==> src/rtl/hazard_scoreboard_pkg.sv <==
// hazard_scoreboard_pkg
// Shared definitions for the MIPS hazard scoreboard and its decoder:
//   - opcode / funct constants for the decoded instruction subset
//   - Tnew / Tuse timing constants (in cycles, counted from entry to E)
//   - stage_entry_t: the {we, wa, tnew} record carried down the pipeline
//   - age_entry(): advances an entry by one stage (saturating Tnew decrement)
// The top-level REG_AW / TNEW_W parameters are expected to equal SB_REG_AW /
// SB_TNEW_W; the entry record is sized from the package values.
package hazard_scoreboard_pkg;

  localparam int SB_REG_AW = 5;
  localparam int SB_TNEW_W = 2;

  // Primary opcodes (instr[31:26])
  localparam logic [5:0] OP_R   = 6'h00;
  localparam logic [5:0] OP_J   = 6'h02;
  localparam logic [5:0] OP_JAL = 6'h03;
  localparam logic [5:0] OP_BEQ = 6'h04;
  localparam logic [5:0] OP_ORI = 6'h0D;
  localparam logic [5:0] OP_LUI = 6'h0F;
  localparam logic [5:0] OP_LW  = 6'h23;
  localparam logic [5:0] OP_SW  = 6'h2B;

  // R-type function codes (instr[5:0])
  localparam logic [5:0] FN_NOP  = 6'h00;
  localparam logic [5:0] FN_JR   = 6'h08;
  localparam logic [5:0] FN_ADDU = 6'h21;
  localparam logic [5:0] FN_SUBU = 6'h23;

  // Cycles until the result exists, measured when the producer enters E
  localparam logic [SB_TNEW_W-1:0] TNEW_NONE = 2'd0;
  localparam logic [SB_TNEW_W-1:0] TNEW_JAL  = 2'd0;
  localparam logic [SB_TNEW_W-1:0] TNEW_ALU  = 2'd1;
  localparam logic [SB_TNEW_W-1:0] TNEW_LW   = 2'd2;

  // Cycles until the consumer actually needs the operand, measured from D
  localparam logic [SB_TNEW_W-1:0] TUSE_BR  = 2'd0;
  localparam logic [SB_TNEW_W-1:0] TUSE_ALU = 2'd1;
  localparam logic [SB_TNEW_W-1:0] TUSE_ST  = 2'd2;

  localparam logic [SB_REG_AW-1:0] RA_ADDR = 5'd31;

  typedef struct packed {
    logic                 we;
    logic [SB_REG_AW-1:0] wa;
    logic [SB_TNEW_W-1:0] tnew;
  } stage_entry_t;

  function automatic stage_entry_t age_entry(input stage_entry_t e);
    stage_entry_t r;
    r = e;
    if (e.tnew != '0) r.tnew = e.tnew - 1'b1;
    return r;
  endfunction

endpackage

==> src/rtl/hazard_scoreboard_instr_class_decode.sv <==
// instr_class_decode
// Purely combinational classification of one MIPS instruction into the
// scoreboard's view of it. Usable by any stage controller.
// Ports:
//   instr   in   32  instruction word
//   we      out  1   instruction writes a register (never for $0)
//   wa      out  5   destination register (0 when we=0)
//   tnew    out  2   Tnew at entry to E (0 when we=0)
//   use_rs  out  1   rs is read;  tuse_rs out 2  Tuse of rs
//   use_rt  out  1   rt is read;  tuse_rt out 2  Tuse of rt
// Unknown opcodes / functs decode as nop.
module instr_class_decode
  import hazard_scoreboard_pkg::*;
(
  input  logic [31:0]          instr,
  output logic                 we,
  output logic [SB_REG_AW-1:0] wa,
  output logic [SB_TNEW_W-1:0] tnew,
  output logic                 use_rs,
  output logic [SB_TNEW_W-1:0] tuse_rs,
  output logic                 use_rt,
  output logic [SB_TNEW_W-1:0] tuse_rt
);

  logic [5:0]           opcode;
  logic [5:0]           funct;
  logic [SB_REG_AW-1:0] rt_f;
  logic [SB_REG_AW-1:0] rd_f;
  logic                 we_raw;
  logic [SB_REG_AW-1:0] dest;
  logic [SB_TNEW_W-1:0] tnew_raw;

  assign opcode = instr[31:26];
  assign rt_f   = instr[20:16];
  assign rd_f   = instr[15:11];
  assign funct  = instr[5:0];

  // rs address and shamt do not influence classification
  logic unused_bits;
  assign unused_bits = ^{instr[25:21], instr[10:6]};

  always_comb begin
    we_raw   = 1'b0;
    dest     = '0;
    tnew_raw = TNEW_NONE;
    use_rs   = 1'b0;
    tuse_rs  = '0;
    use_rt   = 1'b0;
    tuse_rt  = '0;
    unique case (opcode)
      OP_R: begin
        unique case (funct)
          FN_ADDU, FN_SUBU: begin
            we_raw   = 1'b1;
            dest     = rd_f;
            tnew_raw = TNEW_ALU;
            use_rs   = 1'b1;
            tuse_rs  = TUSE_ALU;
            use_rt   = 1'b1;
            tuse_rt  = TUSE_ALU;
          end
          FN_JR: begin
            use_rs  = 1'b1;
            tuse_rs = TUSE_BR;
          end
          default: ;  // FN_NOP and unknown functs
        endcase
      end
      OP_ORI: begin
        we_raw   = 1'b1;
        dest     = rt_f;
        tnew_raw = TNEW_ALU;
        use_rs   = 1'b1;
        tuse_rs  = TUSE_ALU;
      end
      OP_LW: begin
        we_raw   = 1'b1;
        dest     = rt_f;
        tnew_raw = TNEW_LW;
        use_rs   = 1'b1;
        tuse_rs  = TUSE_ALU;
      end
      OP_SW: begin
        use_rs  = 1'b1;
        tuse_rs = TUSE_ALU;
        use_rt  = 1'b1;
        tuse_rt = TUSE_ST;
      end
      OP_BEQ: begin
        use_rs  = 1'b1;
        tuse_rs = TUSE_BR;
        use_rt  = 1'b1;
        tuse_rt = TUSE_BR;
      end
      OP_LUI: begin
        we_raw   = 1'b1;
        dest     = rt_f;
        tnew_raw = TNEW_ALU;
      end
      OP_JAL: begin
        we_raw   = 1'b1;
        dest     = RA_ADDR;
        tnew_raw = TNEW_JAL;
      end
      default: ;  // OP_J and unknown opcodes
    endcase
  end

  // A write to $0 is architecturally void; drop it so it can never match.
  assign we   = we_raw && (dest != '0);
  assign wa   = we ? dest : '0;
  assign tnew = we ? tnew_raw : '0;

endmodule

==> src/rtl/hazard_scoreboard.sv <==
// hazard_scoreboard
// Tracks {we, wa, tnew} of the STAGES pipeline stages after D (1 = E,
// STAGES = W) and derives the D-stage stall and forwarding selects.
// Build option: HAZARD_SCOREBOARD_FWD_EN
//   defined   - stall only when Tnew > Tuse, forward from the youngest
//               matching stage once its Tnew reaches 0
//   undefined - no forwarding; stall on any match in stages 1..STAGES-1,
//               the register file's write-first bypass covers stage STAGES
// Ports:
//   clk          in   1       rising-edge clock
//   reset        in   1       synchronous active-high, empties all stages
//   instr_d      in   32      instruction in D
//   valid_d      in   1       instr_d is real (0 = bubble)
//   stall        out  1       hold PC/D, bubble into E (combinational)
//   fwd_rs_sel   out  SEL_W   rs source: 0 = regfile, k = stage k
//   fwd_rt_sel   out  SEL_W   rt source, same encoding
//   reg_write_w  out  1       write enable of stage STAGES
//   wa_w         out  REG_AW  write address of stage STAGES
module hazard_scoreboard
  import hazard_scoreboard_pkg::*;
#(
  parameter  int STAGES = 3,
  parameter  int REG_AW = 5,
  parameter  int TNEW_W = 2,
  localparam int SEL_W  = $clog2(STAGES + 1)
) (
  input  logic              clk,
  input  logic              reset,
  input  logic [31:0]       instr_d,
  input  logic              valid_d,
  output logic              stall,
  output logic [SEL_W-1:0]  fwd_rs_sel,
  output logic [SEL_W-1:0]  fwd_rt_sel,
  output logic              reg_write_w,
  output logic [REG_AW-1:0] wa_w
);

  // ---------------- decode of the D instruction ----------------
  logic                 dec_we;
  logic [SB_REG_AW-1:0] dec_wa;
  logic [SB_TNEW_W-1:0] dec_tnew;
  logic                 dec_use_rs;
  logic [SB_TNEW_W-1:0] dec_tuse_rs;
  logic                 dec_use_rt;
  logic [SB_TNEW_W-1:0] dec_tuse_rt;

  instr_class_decode u_decode (
    .instr   (instr_d),
    .we      (dec_we),
    .wa      (dec_wa),
    .tnew    (dec_tnew),
    .use_rs  (dec_use_rs),
    .tuse_rs (dec_tuse_rs),
    .use_rt  (dec_use_rt),
    .tuse_rt (dec_tuse_rt)
  );

  stage_entry_t dec_entry;
  assign dec_entry = '{we: dec_we, wa: dec_wa, tnew: dec_tnew};

  logic [SB_REG_AW-1:0] rs_addr;
  logic [SB_REG_AW-1:0] rt_addr;
  assign rs_addr = instr_d[25:21];
  assign rt_addr = instr_d[20:16];

  // Operands reading $0 or not read at all never create a hazard.
  logic rs_need;
  logic rt_need;
  assign rs_need = valid_d && dec_use_rs && (rs_addr != '0);
  assign rt_need = valid_d && dec_use_rt && (rt_addr != '0);

  // ---------------- stage registers ----------------
  stage_entry_t stage_q [1:STAGES];
  stage_entry_t stage_d [1:STAGES];

  // ---------------- per-stage address match ----------------
  logic [STAGES:1] rs_hit;
  logic [STAGES:1] rt_hit;

  genvar gi;
  generate
    for (gi = 1; gi <= STAGES; gi++) begin : g_hit
      assign rs_hit[gi] = stage_q[gi].we && (stage_q[gi].wa == rs_addr);
      assign rt_hit[gi] = stage_q[gi].we && (stage_q[gi].wa == rt_addr);
    end
  endgenerate

  // Youngest match wins: scan oldest to youngest so the last hit written
  // is the smallest stage index.
  logic              rs_found;
  logic [SEL_W-1:0]  rs_k;
  logic [TNEW_W-1:0] rs_tnew;
  logic              rt_found;
  logic [SEL_W-1:0]  rt_k;
  logic [TNEW_W-1:0] rt_tnew;

  always_comb begin
    rs_found = 1'b0;
    rs_k     = '0;
    rs_tnew  = '0;
    rt_found = 1'b0;
    rt_k     = '0;
    rt_tnew  = '0;
    for (int k = STAGES; k >= 1; k--) begin
      if (rs_hit[k]) begin
        rs_found = 1'b1;
        rs_k     = SEL_W'(k);
        rs_tnew  = TNEW_W'(stage_q[k].tnew);
      end
      if (rt_hit[k]) begin
        rt_found = 1'b1;
        rt_k     = SEL_W'(k);
        rt_tnew  = TNEW_W'(stage_q[k].tnew);
      end
    end
  end

  // ---------------- hazard resolution ----------------
  logic rs_stall;
  logic rt_stall;

`ifdef HAZARD_SCOREBOARD_FWD_EN
  always_comb begin
    rs_stall   = rs_need && rs_found && (rs_tnew > TNEW_W'(dec_tuse_rs));
    rt_stall   = rt_need && rt_found && (rt_tnew > TNEW_W'(dec_tuse_rt));
    fwd_rs_sel = (rs_need && rs_found && (rs_tnew == '0)) ? rs_k : '0;
    fwd_rt_sel = (rt_need && rt_found && (rt_tnew == '0)) ? rt_k : '0;
  end
`else
  localparam logic [SEL_W-1:0] LAST_STAGE = SEL_W'(STAGES);

  // If the youngest match is not the last stage, some match lies in
  // 1..STAGES-1 and the value cannot be obtained from the register file yet.
  always_comb begin
    rs_stall   = rs_need && rs_found && (rs_k != LAST_STAGE);
    rt_stall   = rt_need && rt_found && (rt_k != LAST_STAGE);
    fwd_rs_sel = '0;
    fwd_rt_sel = '0;
  end

  logic unused_fwd;
  assign unused_fwd = ^{rs_tnew, rt_tnew, dec_tuse_rs, dec_tuse_rt};
`endif

  assign stall = rs_stall || rt_stall;

  // ---------------- pipeline advance ----------------
  always_comb begin
    stage_d[1] = (valid_d && !stall) ? dec_entry : '0;
    for (int k = 2; k <= STAGES; k++) begin
      stage_d[k] = age_entry(stage_q[k-1]);
    end
  end

  always_ff @(posedge clk) begin
    if (reset) begin
      for (int k = 1; k <= STAGES; k++) stage_q[k] <= '0;
    end else begin
      for (int k = 1; k <= STAGES; k++) stage_q[k] <= stage_d[k];
    end
  end

  assign reg_write_w = stage_q[STAGES].we;
  assign wa_w        = REG_AW'(stage_q[STAGES].wa);

endmodule

==> config.mk <==
export PLATFORM = sky130hd
export DESIGN_NAME = hazard_scoreboard
export DESIGN_NICKNAME = d
export VERILOG_FILES = /design/src/rtl/hazard_scoreboard_pkg.sv /design/src/rtl/hazard_scoreboard_instr_class_decode.sv /design/src/rtl/hazard_scoreboard.sv
export SDC_FILE = /design/constraint.sdc
export NUM_CORES = 1
export LEC_CHECK = 0
export BUFFER_PORTS_ARGS = -buffer_cell sky130_fd_sc_hd__buf_4
export CELL_PAD_IN_SITES_DETAIL_PLACEMENT = 1
export CELL_PAD_IN_SITES_GLOBAL_PLACEMENT = 1
export CORE_MARGIN = 2
export CORE_UTILIZATION = 25
export CTS_CLUSTER_SIZE = 30
export DETAILED_ROUTE_END_ITERATION = 10
export PLACE_DENSITY = 0.7
export REMOVE_ABC_BUFFERS = 1
export SLEW_MARGIN = 25
export SYNTH_ARGS = -nofsm -noshare
export SYNTH_HDL_FRONTEND = slang
export SYNTH_SLANG_ARGS = --single-unit
==> constraint.sdc <==
create_clock -name clk -period 2.9 [get_ports clk]
set_input_delay 0.58 -clock clk [delete_from_list [all_inputs] [get_ports clk]]
set_output_delay 0.58 -clock clk [all_outputs]
set_load 0.03 [all_outputs]
==> flow_summary_export.csv <==
group,metric,value,unit
die,die_area,0.004861,mm2
yosys,synth_area,0.001080,mm2
critical_path,crit_type,"primary input to primary output",
die,die_height,69.72,um
yosys,ys_seq_area_share,33.37,%
global_routing,antenna_found_initial,0,
sta,clock_skew,0.0004534,ns
detailed_routing,wl_per_cell,14.96,um
yosys,syn_inst,106,
detailed_routing,drc,0,
critical_path,crit_fanout,7,
sta,finalHoldViolCount,0,
worst_hold_path,worstHoldPathType,"flop to flop",
detailed_routing,wl,2992,um
sta,slew_violations,0,
global_routing,gr-total-overflow,0,
detailed_routing,drt_iter0_markers,23,
critical_path,cp-end-kind,"primary output",
power_and_ir_drop,ir_drop,0.0001287,V
finish,top_regs,"stage_q (18)",
clock_network,cts_setup_buffers,0,
die,row_count,23,
yosys,ys_dominant_reg_cell,"dfxtp_1",
sta,hold_ws,0.4952,ns
yosys,yosys.cell_count.top_type,"dfxtp_1",
finish,fin_util,36.96,%
yosys,async_flop_share,0,%
detailed_routing,dr.pass1.iters,4,
sta,rsz0062_at_grt,"no",
placed_design,hpwl,2459,um
clock_network,cts-resized-gates,1,
global_routing,grt_pass1_vias,1075,
clock_network,cts_max_level,1,
worst_hold_path,whs_endpoint,"stage_q[0][23]",
yosys,synth_cell_types,30,
critical_path,rr_worst_depth,6,
yosys,synth_top_area_cell,"dfxtp_1",
yosys,synth_top_area_share,33.37,%
critical_path,rrSetupSlack,1.10,ns
clock_network,cts_max_path_buffers,2,
detailed_routing,vias,998,
yosys,synth_area_leaders,"dfxtp_1 (33%), xor2_1 (13%), nor2b_1 (7.0%)",
detailed_routing,vias_per_cell,4.990,
clock_network,clock_sink_count,18,
finish,multiInputGateArea,723.2,um2
global_routing,grt_usage,12.55,%
finish,area_delta_synth_final,39.86,%
finish,layout-drive-gt1-share,39.33,%
placed_design,io_buffers,36,
finish,antennaDiodeCount,0,
die,num_io_pins,46,
critical_path,r2r-end,"stage_q[0][15]",
critical_path,reg2reg_from,"stage_q[0][18]",
critical_path,worstPathArrival,2.22,ns
power_and_ir_drop,p_total,0.0005080,W
critical_path,critPathLaunchType,"primary input",
yosys,synth.yosys.warnings,0,
critical_path,crit_required,2.32,ns
placed_design,finalWeightedCongestion,0.9444,
die,coreArea,0.004086,mm2
die,start_util,26.42,%
finish,finalNetCount,187,
yosys,yosys-top-cells-count,"dfxtp_1 (18), xor2_1 (16), nor2b_1 (12)",
clock_network,clk_latency,0.26,ns
sta,fmax,0.3570,GHz
detailed_routing,antenna_left,0,
sta,final-setup-viol-count,0,
finish,largest_register_ff_count,18,
yosys,synth_edf_count,0,
clock_network,root_buffer,"clkbuf_8",
die,dieWidth,69.72,um
power_and_ir_drop,power.leakage,0.5965,nW
run_status,outcome,"finished, final reports clean",
clock_network,ctsHoldBuffers,0,
power_and_ir_drop,power_density,336.4,mW/mm2
global_routing,grt_pass1_wl,4823,um
run,drv_cap,0,
clock_network,cts_tree,"yes",
worst_hold_path,hold_depth,1,
clock_network,path_clk_slew,0.06,ns
finish,n_fill_cell,476,
clock_network,cts_buffers,3,
sta,fin_crit_sh,96.59,%
worst_hold_path,worstHoldStart,"stage_q[0][15]",
finish,largest-register,"stage_q",
yosys,avgSynthCellArea,10.19,um2
sta,min_period,2.801,ns
finish,seq_area,360.3,um2
yosys,ys_seq_elements,18,
global_routing,grt_start_max_net_pins,14,
where the power goes:
part / internal [W] / switching (W)
registers: 0.000247 / 0.000000116
clock network: 0.0000924 / 0.0000786
logic: 0.0000440 / 0.0000455
total: 0.000384 / 0.000124
cell type report:
| cell class | count | area share, % |
|---|---|---|
| timing repair buffer | 43 | 21.38 |
| clock buffer | 3 | 2.734 |
| multi-input combinational | 86 | 47.89 |
| sequential | 18 | 23.86 |
| tap | 50 | 4.142 |
placed cells by master, fill, tap and decap left out:
cell type and instances:
dfxtp_1 18, a32oi_1 2, a221oi_1 5, or4bb_1 3, buf_4 43, a21oi_1 2, nor2b_1 12, nor4_1 5
or4b_4 1, o32ai_4 1, xnor2_1 4, nor2_1 1, nand2_1 1, or4_4 1, o21ai_0 2, and3b_1 1
conb_1 4, or3_1 1, or4_1 3, nand2b_1 2, nor3b_2 6, nand3b_1 3, and2_1 3, nor3_2 1
nor4_4 1, a2111oi_4 1, xor2_1 16, nor3_1 1, o22ai_1 2, clkbuf_8 3, or3b_2 1
metrics by stage:
| stage | setup TNS [ns] | std cells | setup slack (ns) | instance area [um2] |
|---|---|---|---|---|
| 2_1_floorplan | 0 | 104 | 0.07300 | 1057 |
| 3_3_place_gp | 0 | 197 | 0.02122 | 1443 |
| 3_5_place_dp | -0.02282 | 197 | -0.02282 | 1443 |
| 4_1_cts | 0 | 200 | 0.03629 | 1489 |
| 5_1_grt | 0 | 200 | 0.02213 | 1510 |
| 6_report | 0 | 200 | 0.09899 | 1510 |
cells by family after synthesis:
logic type / count (synthesis) / synth area share [%]
buf+inv: 5 / 3.128
compound gates: 15 / 12.17
simple gates: 47 / 34.76
flops: 18 / 33.37
xor+xnor: 20 / 16.22
other cells: 1 / 0.3473
worst max-delay path by stage:
stage	from	to	cells past startpoint
after detailed placement	instr_d[0]	stall	7
after global placement	instr_d[0]	stall	7
after CTS	instr_d[0]	stall	7
final	instr_d[28]	stall	8
after global routing	instr_d[28]	stall	8
after floorplan	instr_d[0]	stall	5
critical path: stages:
cell,delay [ns]
buf_4,0.13
or4_4,0.53
buf_4,0.16
nor4_4,0.22
o22ai_1,0.15
o32ai_4,0.12
and2_1,0.16
buf_4,0.15
layer usage:
layer | wire length (um) | global-route usage (%)
met1 | 1204 | 12.70
met2 | 1513 | 23.93
met3 | 218 | 3.052
met4 | 56 | 5.769
met5 | 0 | 0
Note: power is estimated with default switching activity, not from simulation.
